`src/rtl/alu_pipe.sv`:
```
// alu_pipe -- pipelined integer ALU for the execute stage.
//
// Takes one operation per cycle from the reservation station. It computes
// arithmetic, logic, shift, compare and branch-condition results in stage 0,
// then moves them through STAGES result registers using an elastic
// valid/advance handshake. The last stage presents a CDB packet and holds it
// until the CDB takes it with yumi_in. A flush kills every in-flight entry.
//
// Ports
//   clk              : clock, all state on rising edge
//   reset            : asynchronous, active-low reset
//   valid_in/ready   : operation handshake (transfer = valid_in & ready)
//   alu_op           : 0 ADD 1 SUB 2 AND 3 OR 4 XOR 5 SLT 6 SLTU 7 SLL 8 SRL 9 SRA
//   branch_type      : 0 none 1 BEQ 2 BNE 3 BLT 4 BGE 5 BLTU 6 BGEU
//   rs1, rs2         : operands
//   rs_rob_entry     : destination ROB tag
//   flush            : drop all in-flight ops and this cycle's input
//   valid_out/yumi_in: head result valid / CDB consumes head
//   out_*            : CDB packet, zero while valid_out is low
//   inflight         : number of valid entries in the pipe
module alu_pipe #(
    parameter int WIDTH  = 32,
    parameter int ROB_W  = 4,
    parameter int STAGES = 2
) (
    input  logic                            clk,
    input  logic                            reset,
    input  logic                            valid_in,
    output logic                            ready,
    input  logic [3:0]                      alu_op,
    input  logic [2:0]                      branch_type,
    input  logic [WIDTH-1:0]                rs1,
    input  logic [WIDTH-1:0]                rs2,
    input  logic [ROB_W-1:0]                rs_rob_entry,
    input  logic                            flush,
    output logic                            valid_out,
    input  logic                            yumi_in,
    output logic [ROB_W-1:0]                out_rob,
    output logic [WIDTH-1:0]                out_result,
    output logic                            out_branch_taken,
    output logic                            out_from_memory,
    output logic [$clog2(STAGES+1)-1:0]     inflight
);

    localparam int SHW   = $clog2(WIDTH);
    localparam int CNT_W = $clog2(STAGES+1);
    localparam int LAST  = STAGES - 1;

    // ------------------------------------------------------------------
    // Stage-0 compute
    // ------------------------------------------------------------------
    logic [WIDTH:0]   sub_full;
    logic [WIDTH-1:0] diff;
    logic             flag_c;
    logic             flag_n;
    logic             flag_v;
    logic             flag_z;
    logic             carry_into_msb;
    logic [SHW-1:0]   shamt;
    logic [WIDTH-1:0] res_c;
    logic             taken_c;

    // SUB, compares and branches all share one rs1 + ~rs2 + 1 adder so that
    // the flags are consistent across the three uses.
    assign sub_full = {1'b0, rs1} + {1'b0, ~rs2} + {{WIDTH{1'b0}}, 1'b1};
    assign diff     = sub_full[WIDTH-1:0];
    assign flag_c   = sub_full[WIDTH];
    assign flag_n   = diff[WIDTH-1];
    assign flag_z   = (diff == '0);
    // Carry into the MSB is recovered from the MSB sum bit and its addends.
    assign carry_into_msb = diff[WIDTH-1] ^ rs1[WIDTH-1] ^ ~rs2[WIDTH-1];
    assign flag_v   = carry_into_msb ^ flag_c;
    assign shamt    = rs2[SHW-1:0];

    always_comb begin
        res_c   = '0;
        taken_c = 1'b0;
        if (branch_type != 3'd0) begin
            res_c = diff;
            case (branch_type)
                3'd1:    taken_c = flag_z;
                3'd2:    taken_c = ~flag_z;
                3'd3:    taken_c = flag_n ^ flag_v;
                3'd4:    taken_c = ~(flag_n ^ flag_v);
                3'd5:    taken_c = ~flag_c;
                3'd6:    taken_c = flag_c;
                default: taken_c = 1'b0;
            endcase
        end else begin
            case (alu_op)
                4'd0:    res_c = rs1 + rs2;
                4'd1:    res_c = diff;
                4'd2:    res_c = rs1 & rs2;
                4'd3:    res_c = rs1 | rs2;
                4'd4:    res_c = rs1 ^ rs2;
                4'd5:    res_c = {{(WIDTH-1){1'b0}}, flag_n ^ flag_v};
                4'd6:    res_c = {{(WIDTH-1){1'b0}}, ~flag_c};
                4'd7:    res_c = rs1 << shamt;
                4'd8:    res_c = rs1 >> shamt;
                4'd9:    res_c = $unsigned($signed(rs1) >>> shamt);
                default: res_c = '0;
            endcase
        end
    end

    // ------------------------------------------------------------------
    // Elastic pipeline
    // ------------------------------------------------------------------
    logic [STAGES-1:0] valid_q, valid_d;
    logic [ROB_W-1:0]  rob_q [STAGES];
    logic [ROB_W-1:0]  rob_d [STAGES];
    logic [WIDTH-1:0]  res_q [STAGES];
    logic [WIDTH-1:0]  res_d [STAGES];
    logic [STAGES-1:0] tkn_q, tkn_d;
    logic [CNT_W-1:0]  inflight_q, inflight_d;

    logic [STAGES:0]   free;
    logic [STAGES-1:0] adv;
    logic              accept;
    logic              yumi_eff;

    // free[i] means stage i can take a new entry this cycle. It is evaluated
    // from the head backwards, so a yumi on a full pipe ripples all the way
    // to ready in the same cycle.
    always_comb begin
        free         = '0;
        adv          = '0;
        free[STAGES] = yumi_in;
        for (int i = STAGES - 1; i >= 0; i--) begin
            adv[i]  = valid_q[i] & free[i+1];
            free[i] = ~valid_q[i] | adv[i];
        end
    end

    assign ready    = free[0];
    assign accept   = valid_in & free[0];
    assign yumi_eff = yumi_in & valid_q[LAST];

    always_comb begin
        valid_d = valid_q;
        rob_d   = rob_q;
        res_d   = res_q;
        tkn_d   = tkn_q;

        valid_d[0] = accept | (valid_q[0] & ~adv[0]);
        if (accept) begin
            rob_d[0] = rs_rob_entry;
            res_d[0] = res_c;
            tkn_d[0] = taken_c;
        end

        for (int i = 1; i < STAGES; i++) begin
            valid_d[i] = adv[i-1] | (valid_q[i] & ~adv[i]);
            if (adv[i-1]) begin
                rob_d[i] = rob_q[i-1];
                res_d[i] = res_q[i-1];
                tkn_d[i] = tkn_q[i-1];
            end
        end

        // Payload may still load on a flush cycle; only the valid bits matter.
        if (flush) begin
            valid_d = '0;
        end
    end

    always_comb begin
        inflight_d = inflight_q;
        if (flush) begin
            inflight_d = '0;
        end else if (accept && !yumi_eff) begin
            inflight_d = inflight_q + CNT_W'(1);
        end else if (!accept && yumi_eff) begin
            inflight_d = inflight_q - CNT_W'(1);
        end
    end

    always_ff @(posedge clk or negedge reset) begin
        if (!reset) begin
            valid_q    <= '0;
            tkn_q      <= '0;
            inflight_q <= '0;
            for (int i = 0; i < STAGES; i++) begin
                rob_q[i] <= '0;
                res_q[i] <= '0;
            end
        end else begin
            valid_q    <= valid_d;
            tkn_q      <= tkn_d;
            inflight_q <= inflight_d;
            for (int i = 0; i < STAGES; i++) begin
                rob_q[i] <= rob_d[i];
                res_q[i] <= res_d[i];
            end
        end
    end

    // ------------------------------------------------------------------
    // CDB packet. Stale payload in an empty head stage is masked to zero.
    // ------------------------------------------------------------------
    assign valid_out        = valid_q[LAST];
    assign out_rob          = valid_q[LAST] ? rob_q[LAST] : '0;
    assign out_result       = valid_q[LAST] ? res_q[LAST] : '0;
    assign out_branch_taken = valid_q[LAST] & tkn_q[LAST];
    assign out_from_memory  = 1'b0;
    assign inflight         = inflight_q;

endmodule

```
`config.mk`:
```
export PLATFORM = sky130hd
export DESIGN_NAME = alu_pipe
export DESIGN_NICKNAME = d
export VERILOG_FILES = /design/src/rtl/alu_pipe.sv
export SDC_FILE = /design/constraint.sdc
export NUM_CORES = 1
export LEC_CHECK = 0
export CAP_MARGIN = 20
export CORE_MARGIN = 1
export CORE_UTILIZATION = 60
export CTS_CLUSTER_DIAMETER = 50
export CTS_CLUSTER_SIZE = 8
export DETAILED_ROUTE_END_ITERATION = 12
export PLACE_DENSITY = 0.92
export RECOVER_POWER = 50
export SLEW_MARGIN = 20
export SYNTH_ARGS = -nofsm -noshare
export SYNTH_HDL_FRONTEND = slang
export SYNTH_SLANG_ARGS = --single-unit
export TNS_END_PERCENT = 50
```
`constraint.sdc`:
```
create_clock -name clk -period 2.3 [get_ports clk]
set_input_delay 0.23 -clock clk [delete_from_list [all_inputs] [get_ports clk]]
set_output_delay 0.23 -clock clk [all_outputs]
set_load 0.02 [all_outputs]
```
==> results of run 1 <==
[layer usage]
layer  overflow  track usage, %
met2        668           113.8
met4        283           104.1
met1         15           91.12
met3         13           81.41
met5          3           52.73
[cell usage after synthesis (all sizes together) (9+ instances only)]
library cell	count
o221ai	9
mux4	45
or3	9
nor4	11
ha	97
o2111ai	9
clkbuf	92
inv	92
a211oi	24
a22oi	17
nor2	202
nand2b	14
nand4	12
a31oi	24
o22ai	13
and2	43
xnor2	44
o21ai	119
o21bai	17
nand3	30
nor2b	9
o211ai	21
mux2i	55
o31ai	15
dfrtp	78
nor3	36
a21oi	140
a21o	15
buf	25
o21a	10
mux2	43
a221oi	24
nand2	121
[repair_timing]
item	4_1_cts
cloned	3
buffers inserted	58
endpoints found under the setup margin	33
hold buffers	0
pin swaps	106
resized for setup	450
[through the flow]
step / area, µm² / hold WS (ns) / setup TNS, ns / setup WS, ns
CTS: 19580 / 0.07378 / -12.43 / -0.9322
detailed placement: 17260 / 0.4199 / -45.06 / -2.016
global placement: 17260 / 0.4072 / -38.22 / -1.870
floorplan: 12710 / -0.06559 / -11.17 / -1.123
[cells by family after synthesis]
| family | after synthesis |
|---|---|
| simple gates | 520 |
| compound gates | 507 |
| buf+inv | 214 |
| mux | 143 |
| fa+ha+maj | 99 |
| flops | 78 |
| xor+xnor | 52 |
| other cells | 1 |
==> impl_results.md, run 1 <==
* Status: aborted with a tool error
* Fail Step: global routing
* Stop err: [ERROR GRT-0116] Global routing finished with congestion. Check the congestion regions in the DRC Viewer.
* Ys Warns at 0
* IO Pins at 122
* H-tree Lvls at 3
* Clk buf depth at 2
* TritonCTS Buffers at 9
* Final HPWL DP at 46960 µm
* Syn Inst Count at 1614
* Initial Util at 61.07%
* Syn Nets at 1793
* Seq/Total Area, Yosys at 15.79%
* Number of enable flip-flop cells after synthesis at 0
* Vias in the first global route at 23680
* XOR/XNOR share of the synthesized area at 3.746%
* Avg Inst Size Synth at 7.657 µm²
* Number of buffers added on ports at 120
* Post-synth top area share at 15.79%
* Tot GR Track Use at 95.95%
* Root Driver: clkbuf_16
* Post-synth cell types at 92
* Main combinational cell family by area after synthesis: compound AO/OA/AOI/OAI gates
* DIE WIDTH at 145.5 µm
* Top cells by area, synth: dfrtp_1 (16%), ha_1 (9.8%), mux4_2 (8.2%)
* Mapped Area at 0.01236 mm²
* Largest net degree at the start of global routing at 79
* Clock sink count at 78
* Die Y at 145.5 µm
* Leading area contributor after synthesis: dfrtp_1
* Dpl cells at 2370
* Asr flop ratio synth at 100.0%
* FP Rows at 52
* First-pass GRT wire length at 157900 µm
* Gpl congestion at 1.245
* Synth Register Bits at 78
* Top FF cell, synth: dfrtp_1
* Post-synthesis compound-gate area fraction at 26.68%
* Post-synthesis adder-cell area fraction at 10.14%
* Simple logic cell fraction of the synthesized area at 19.82%
* Mux share of post-synthesis cell area at 16.57%
* Total gr overflow at 982
==> run 2, diff against run 1 <==
--- a/config.mk
+++ b/config.mk
@@ -7,11 +7,9 @@
 export LEC_CHECK = 0
 export CAP_MARGIN = 20
 export CORE_MARGIN = 1
-export CORE_UTILIZATION = 60
-export CTS_CLUSTER_DIAMETER = 50
-export CTS_CLUSTER_SIZE = 8
+export CORE_UTILIZATION = 40
 export DETAILED_ROUTE_END_ITERATION = 12
-export PLACE_DENSITY = 0.92
+export PLACE_DENSITY_LB_ADDON = 0.15
 export RECOVER_POWER = 50
 export SLEW_MARGIN = 20
 export SYNTH_ARGS = -nofsm -noshare
==> run 2 against run 1 <==
Against the previous run: area after synthesis is the same; the flow now finishes, with violations (setup timing); synthesized cell count did not move.
==> impl_results.md, run 2 <==
* Status: finished, violations left
* Failing checks: setup timing
* Total of max-cap violations at 0
* Asr flop ratio synth at 100.0%
* Initial DRC count at 1463
* # DRC at 0
* RSZ-0062 raised after global routing: true
* Worst path slowest cell: or4_4
* Most common cell on crit path: a2111oi_4
* Max FFs per register at 64
* Number of enable flip-flop cells after synthesis at 0
* Mapped Area at 0.01236 mm²
* Vias in the first global route at 14760
* CP cell instances: buf_12, inv_8, ha_4, nor3_4, a2111oi_4, buf_4, a2111o_1, a21bo_4, buf_6, a2111oi_4, or4_4, and3_4, nor4_4, and4b_1, and4bb_1, a211oi_2
* DIE WIDTH at 177.8 µm
* CORE AREA at 0.03003 mm²
* ANT nets after route at 0
* Footprint of the multi-input gates at 0.01117 mm²
* Ys Warns at 0
* Setup ws final at -0.9203 ns
* 1st-pass router iterations at 6
* Top cells by area, synth: dfrtp_1 (16%), ha_1 (9.8%), mux4_2 (8.2%)
* Crit path capture type: register
* Fillers at 2501
* IO Pins at 122
* Synth-to-Final Area Change at 65.11%
* Clock-pin slew of the registers on the worst-case setup and hold paths at 0.06 ns
* First-pass GRT wire length at 87940 µm
* Syn Inst Count at 1614
* FF+latch area at 0.001952 mm²
* Worst hold path depth at 3
* Worst min path class: in2reg
* Leading area contributor after synthesis: dfrtp_1
* Worst setup SP type: input port
* Clk buf depth at 2
* Final wirelength at 60430 µm
* Max-slew violation count at 0
* Vias at 15560
* Latest clock arrival within the worst-skew pair at 0.33 ns
* Total gr overflow at 0
* Dpl cells at 2545
* Post-synth cell types at 92
* Period minus WS final at 3.220 ns
* Root Driver: clkbuf_16
* Top FF cell, synth: dfrtp_1
* Count of non-filler cells in the finished layout at 2617
* Fin. Hold Viols at 0
* Most frequent cells in the layout: buf_4 (544), nor2_1 (187), nand2_1 (114)
* Synth Register Bits at 78
* Max stage delay on crit path at 0.59 ns
* Period utilization at 140.0%
* CTS tree: built
* Min Hold Slack at 0.4307 ns
* Leakage at 8.990 nW
* Tot GR Track Use at 36.97%
* Rel. slew slack at 31.81%
* Post-synth top area share at 15.79%
* Syn Nets at 1793
* Required time worst endpoint at 2.51 ns
* Top flop regs: res_q x64, rob_q x8
* Die ar. at 0.03160 mm²
* CP arrival at 3.43 ns
* Number of buffers added on ports at 120
* FP Rows at 63
* Endpoints failing setup at 33
* Most frequent cells after synthesis: nor2_1 (202), a21oi_1 (140), nand2_1 (120)
* Leading cell type in the layout, fill and taps excluded: buf_4
* R2r worst-path depth at 8
* Crit path kind: in2reg
* Die Y at 177.8 µm
* H-tree Lvls at 3
* Drt wl/cell at 23.09 µm
* Nets@finish at 2400
* Largest net degree at the start of global routing at 79
* Top-count cell post-synth: nor2_1
* TritonCTS Buffers at 9
* Initial antenna violation count at 0
* Seq/Total Area, Yosys at 15.79%
* Final HPWL DP at 47160 µm
* Avg Inst Size Synth at 7.657 µm²
* FMAX at 0.3105 GHz
* Peak VDD IR at 0.3665 mV
* Largest fanout on the critical path at 4
* Layout Skew at 0.004688 ns
* Power Dens Cells at 421.1 mW/mm²
* Initial Util at 41.15%
* Share of cells above drive strength 1 at 45.01%
* Worst-Margin Slew at 1.016 ns
* Vias per cell at 5.945
* Clock sink count at 78
* Largest register by flop count: res_q
* Gpl congestion at 0.9943
==> run 2: cell counts after synthesis <==
Identical to the previous run, type by type.
==> run 2: worst paths after layout <==
path	start	endpoint	slack (ns)
min in group asynchronous	reset	res_q[4]	0.74
max reg2reg	valid_q[1]	res_q[46]	0.32
min	rs_rob_entry[1]	rob_q[5]	0.43
max in group asynchronous	reset	res_q[27]	0.88
max	rs2[4]	tkn_q[0]	-0.92
min reg2reg	rob_q[7]	rob_q[7]	0.48
==> run 2: logic make-up after synthesis <==
group | count (synthesis) | share of synthesized area [%]
multiplexers | 143 | 16.57
XOR/XNOR | 52 | 3.746
buffers and inverters | 214 | 7.209
adder cells (fa/ha/maj) | 99 | 10.14
flip-flops | 78 | 15.79
AO/OA/AOI/OAI | 507 | 26.68
other | 1 | 0.03034
AND/OR/NAND/NOR | 520 | 19.82
==> run 2: through the flow <==
step | setup slack [ns] | TNS, ns | power (mW) | utilization [%] | instance area [µm²]
4_1_cts | -0.9675 | -16.37 | 8.100 | 63.93 | 19200
2_1_floorplan | -1.123 | -11.17 | 4.163 | - | 12710
5_1_grt | -1.008 | -18.97 | 9.043 | 67.93 | 20400
3_3_place_gp | -1.839 | -40.95 | 6.249 | 59.61 | 17900
6_report | -0.9203 | -15.52 | 8.593 | 67.94 | 20400
3_5_place_dp | -1.867 | -41.74 | 6.305 | 59.61 | 17900
==> run 2: final cells by class <==
type | count | area share (%)
inverters | 96 | 2.066
clock buffers | 10 | 1.122
flip-flops and latches | 78 | 9.566
multi-input cells | 1322 | 54.76
repair buffers | 714 | 29.65
clock inverters | 6 | 0.4231
diodes | 1 | 0.01226
well taps | 390 | 2.391
==> run 2: timing repair <==
action,in CTS,in global routing
buffers inserted,16,35
endpoints found under the hold margin,78,0
pin swaps,61,103
hold buffers,1,0
gates cloned,2,3
endpoints found under the setup margin,33,33
gates resized for setup,247,283
==> run 2: power breakdown <==
| part | switching (mW) | internal (mW) | total, mW |
|---|---|---|---|
| clock | 0.526 | 0.947 | 1.47 |
| sequential | 0.167 | 1.70 | 1.87 |
| combinational | 2.67 | 2.58 | 5.25 |
| total | 3.36 | 5.23 | 8.59 |
==> run 2: worst max-delay path, delay by kind of cell <==
kind	cells	cell delay (ns)
and+or+nand+nor	6	1.59
AOI/OAI and AO/OA	5	0.88
buffers and inverters	4	0.42
adders and majority gates	1	0.31
==> run 2: metal layers <==
| layer | wire, µm | up-vias | track usage [%] |
|---|---|---|---|
| met5 | 0 | - | 0 |
| met3 | 4534 | 152 | 4.284 |
| met1 | 26300 | 7484 | 51.41 |
| met2 | 27320 | 799 | 59.29 |
| li1 | - | 7123 | - |
| met4 | 2273 | 0 | 11.97 |
Note: power is estimated with default switching activity, not from simulation.
